===== config.mk =====
export PLATFORM = sky130hd
export DESIGN_NAME = input_port_controller
export DESIGN_NICKNAME = d
export VERILOG_FILES = /design/src/rtl/core_pkg.sv /design/src/rtl/switch_debouncer.sv /design/src/rtl/input_port_controller.sv
export SDC_FILE = /design/constraint.sdc
export NUM_CORES = 1
export LEC_CHECK = 0
export ABC_AREA = 1
export BUFFER_PORTS_ARGS = -buffer_cell sky130_fd_sc_hd__buf_2
export CAP_MARGIN = 20
export CORE_ASPECT_RATIO = 0.7
export CORE_MARGIN = 2
export CORE_UTILIZATION = 29
export CTS_BUF_LIST = sky130_fd_sc_hd__clkbuf_8
export DETAILED_ROUTE_END_ITERATION = 16
export GPL_TIMING_DRIVEN = 0
export PLACE_DENSITY_LB_ADDON = 0.1
export SLEW_MARGIN = 20
export SYNTH_ARGS = -nofsm -noshare
export SYNTH_HDL_FRONTEND = slang
export SYNTH_SLANG_ARGS = --single-unit

===== constraint.sdc =====
create_clock -name clk -period 1.5 [get_ports clk]
set_clock_uncertainty 0.05 [all_clocks]
set_input_delay 0 -clock clk [delete_from_list [all_inputs] [get_ports clk]]
set_output_delay 0 -clock clk [all_outputs]
set_load 0.03 [all_outputs]

===== src/rtl/core_pkg.sv =====
// Shared core definitions: opcodes, input-port FSM states and default widths.
package core_pkg;

    localparam logic [3:0] OPCODE_INPUT   = 4'b1101;
    localparam int         DATA_W_DEFAULT = 16;

    typedef enum logic [1:0] {
        IP_IDLE         = 2'd0,
        IP_WAIT_PRESS   = 2'd1,
        IP_WAIT_RELEASE = 2'd2,
        IP_DONE         = 2'd3
    } ip_state_t;

endpackage


===== src/rtl/switch_debouncer.sv =====
// Confirm-switch front end: 2-flop synchronizer, stability counter and
// registered press/release pulses aligned with the debounced level change.
module switch_debouncer #(
    parameter int DEBOUNCE_CYCLES = 4
) (
    input  logic clk,
    input  logic reset,
    input  logic switch,
    output logic sw_db,
    output logic press_evt,
    output logic release_evt
);

    localparam int CW = $clog2(DEBOUNCE_CYCLES + 1);

    logic          sync1;
    logic          sync2;
    logic [CW-1:0] cnt;
    logic          settle;

    // The sample that brings the count to DEBOUNCE_CYCLES flips the level.
    assign settle = (sync2 != sw_db) && (cnt == CW'(DEBOUNCE_CYCLES - 1));

    always_ff @(posedge clk or posedge reset) begin
        if (reset) begin
            sync1       <= 1'b0;
            sync2       <= 1'b0;
            cnt         <= '0;
            sw_db       <= 1'b0;
            press_evt   <= 1'b0;
            release_evt <= 1'b0;
        end else begin
            sync1       <= switch;
            sync2       <= sync1;
            press_evt   <= settle & ~sw_db;
            release_evt <= settle & sw_db;
            if (sync2 == sw_db) begin
                cnt <= '0;
            end else if (settle) begin
                cnt   <= '0;
                sw_db <= ~sw_db;
            end else begin
                cnt <= cnt + 1'b1;
            end
        end
    end

endmodule


===== src/rtl/input_port_controller.sv =====
// Responder for the INPUT instruction: stalls the core through a debounced
// press/release handshake, then presents the latched switch word for one cycle.
//
// state           | meaning
// IP_IDLE         | no transaction; req starts one (lock follows req)
// IP_WAIT_PRESS   | stalled, waiting for a fresh debounced press
// IP_WAIT_RELEASE | word captured, waiting for debounced release
// IP_DONE         | in_valid high, lock low so the INPUT retires
module input_port_controller
    import core_pkg::*;
#(
    parameter int DEBOUNCE_CYCLES = 4,
    parameter int DATA_W          = DATA_W_DEFAULT
) (
    input  logic              clk,
    input  logic              reset,
    input  logic              req,
    input  logic              switch,
    input  logic [DATA_W-1:0] sw_data,
    output logic              lock,
    output logic [DATA_W-1:0] in_data,
    output logic              in_valid,
    output logic              busy
);

    ip_state_t         state;
    ip_state_t         state_next;
    logic              capture;
    logic [DATA_W-1:0] sd_sync1;
    logic [DATA_W-1:0] sd_sync2;
    logic              sw_db;
    logic              press_evt;
    logic              release_evt;

    switch_debouncer #(
        .DEBOUNCE_CYCLES(DEBOUNCE_CYCLES)
    ) u_db (
        .clk        (clk),
        .reset      (reset),
        .switch     (switch),
        .sw_db      (sw_db),
        .press_evt  (press_evt),
        .release_evt(release_evt)
    );

    // Data switches are only sampled at a press, long after they settle,
    // so a plain per-bit synchronizer is enough.
    always_ff @(posedge clk or posedge reset) begin
        if (reset) begin
            sd_sync1 <= '0;
            sd_sync2 <= '0;
        end else begin
            sd_sync1 <= sw_data;
            sd_sync2 <= sd_sync1;
        end
    end

    always_ff @(posedge clk or posedge reset) begin
        if (reset) begin
            state <= IP_IDLE;
        end else begin
            state <= state_next;
        end
    end

    always_comb begin
        state_next = state;
        capture    = 1'b0;
        in_valid   = 1'b0;
        lock       = 1'b0;
        case (state)
            IP_IDLE: begin
                lock = req;
                if (req) begin
                    state_next = IP_WAIT_PRESS;
                end
            end
            IP_WAIT_PRESS: begin
                lock = 1'b1;
                if (press_evt) begin
                    capture    = 1'b1;
                    state_next = IP_WAIT_RELEASE;
                end
            end
            IP_WAIT_RELEASE: begin
                lock = 1'b1;
                if (release_evt) begin
                    state_next = IP_DONE;
                end
            end
            IP_DONE: begin
                in_valid   = 1'b1;
                state_next = IP_IDLE;
            end
            default: begin
                state_next = IP_IDLE;
            end
        endcase
    end

    always_ff @(posedge clk or posedge reset) begin
        if (reset) begin
            in_data <= '0;
        end else if (capture) begin
            in_data <= sd_sync2;
        end
    end

    assign busy = (state != IP_IDLE);

endmodule


==> run metrics <==
commonest non-fill, non-tap cell in the layout=dfrtp_1; HPWL after DPL=2322 um; CP max FO=10; Initial Utilization=30.57%; final core utilization=42.71%; Critical Path AT=1630 ps; filler instances=613; Crit. End Element=flip-flop; worst r2r src=state[0]; Rows=24; dpl cell area=2243 um^2; Least-Margin Pin Slew=699.0 ps; worst hold stages=5; pwr dens=1916 nW/um^2; syn avg cell area=12.50 um^2; leakage power=1.405 nW; Synth Register Bits=58; distinct cell type count of the synthesized netlist=17; post-route ant nets=0; area of the multi-input gates=404.1 um^2; max_cap viols=0; CTS Root Cell=clkbuf_8; Top Family by Delay on Critical Path=buffers and inverters; Crit path required time=1720 ps; Largest stage delay, worst path=400 ps; vias in the first global route=1322; CTS tree=done; layout cells sized above 1=30.87%; Syn-to-layout area delta=39.73%; total gr overflow=0; nets@finish=250; Synth warnings=0; CP max-delay cell=dfrtp_1; Hold Crit Start=req; Final Total Pwr=5.185 mW; RSZ-0062 raised after global routing=true; initial drt markers=45; Buf/Inv on CP=3; Slew Limit Fails=0; PortBufs=38; die height=72.38 um; worst r2r dst=in_data[7]; clk sinks=58; Placer Congestion=0.7843; met2 usage=17.69%; mapped cell area=1937 um^2; Worst Hold Path EP=state[0]; Setup Viol. Count Final=0; drt total wl=3739 um; Placement Setup Slack=157.2 ps; Vias/cell=3.994; grt met3 use=5.010%; Mapped Cells=155; core region area=6336 um^2; Skew-Pair Late Insertion Delay=330 ps; cell area after layout=2706 um^2; setup TNS=0 ps; initial antenna violation count=0; CP Class=reg -> reg; Reg area=1451 um^2; GRT Resource Usage Total=11.64%; status=complete, no violations; fin crit share=93.81%; Slew HR=53.40%; met1 Use GR=13.64%; Startpoint Class=flip-flop; CTS H-tree lvls=3; largest net degree at the start of global routing=59; post-synthesis sequential area ratio=74.94%; FF-to-FF setup slack=90 ps; drt wl/cell=11.65 um; GRT busiest layer=met2; Syn Nets=180; R2R cell count=7; CTS Buf Count=9; first-pass GRT wire length=6216 um; HP Class=in -> reg; I/O Pins=39; fmax=0.7107 GHz; chip width=101.7 um; drc violations=0; Ant. Diodes=0; Worst-path clk slew=70 ps; post-route setup slack=92.92 ps; most frequent cells in the layout=dfrtp_1 (58), nand2_1 (42), buf_2 (37), dlygate4sd3_1 (18), nand3_1 (17); Peak VDD IR=0.5778 mV; CP cell instances=buf_4 > ha_1 > buf_6 > nand2_4 > buf_6 > nand2_1 > nand2_1; clk buf depth=2; die area=7359 um^2; First-pass DRT Iterations=4; Final Hold Viols=0; fin crit period=1407 ps; Vias=1282
[cells in the mapped netlist]
library cell,count,share of area [%]
nand2_4,1,0.58
nor2_1,6,1.2
nor3_1,1,0.26
or2_2,1,0.32
xor2_1,1,0.45
buf_4,2,0.77
nand4_1,2,0.65
nand2_1,42,8.1
nand3_1,17,4.4
o21ai_0,1,0.26
inv_1,12,2.3
nand2_2,1,0.32
buf_6,3,1.7
a21oi_1,1,0.26
ha_1,5,3.2
dfrtp_1,58,75
inv_2,1,0.19
[logic make-up after synthesis]
family | share of synthesized area [%]
AOI/OAI and AO/OA | 0.5163
xor gates and xnor gates | 0.4523
adders and majority gates | 3.230
buffers and inverters | 5.038
DFF | 74.94
and+or+nand+nor | 15.83
[registers in the layout, summed over array words and instances (netlist names), 2 cells and up]
| signal | cells |
|---|---|
| in_data | 16 |
| sd_sync1 | 16 |
| sd_sync2 | 16 |
| state | 2 |
| u_db.cnt | 3 |
[metal layers]
layer  vias to the layer above  routed length [um]
li1                        621                   -
met1                       620                1632
met2                        31                1817
met3                        10                 213
met4                         0                  76
met5                         -                   0
[through the flow]
stage | hold WS [ps] | cells
final | 33.20 | 321
after CTS | 1.390 | 320
after floorplan | -18.57 | 155
after global placement | 57.89 | 284
after detailed placement | 59.33 | 284
after global routing | 61.60 | 321
[how the worst max path moves through the flow]
stage          startpoint           end  slack (ps)  depth (start not counted)
2_1_floorplan       reset    in_data[0]          20                          1
3_3_place_gp        reset  sd_sync1[10]        -560                          2
3_5_place_dp     state[1]    in_data[7]         160                          7
4_1_cts          state[0]          lock          40                          5
5_1_grt          state[0]          lock          -7                          4
6_report         state[0]    in_data[7]          90                          7
[final cells by class]
cell class              count  share of cell area [%]
repair buffers             59                   14.61
multi-input cells          79                   14.93
well taps                  91                   4.207
clock buffers               9                   4.577
plain buffers               5                   1.803
inverters                  13                   1.896
clock inverters             7                   4.346
flip-flops and latches     58                   53.63
[worst min-delay path, delay by kind of cell]
family | cells | cell delay, ps
simple gates | 3 | 230
buf+inv | 2 | 150
[power by group]
part | leakage [nW] | switching (mW) | internal (mW)
clock network | 0.111 | 0.626 | 1.10
registers | 0.717 | 0.134 | 1.81
logic | 0.577 | 0.966 | 0.546
total | 1.41 | 1.73 | 3.46
[repair_timing]
item | 4_1_cts | 5_1_grt
setup endpoints to repair | 1 | 1
gates resized for setup | 0 | 6
hold endpoints to repair | 75 | 0
setup buffers | 2 | 1
hold buffers | 18 | 0
pin swaps | 0 | 2
Power figures use the tool's default switching activity.
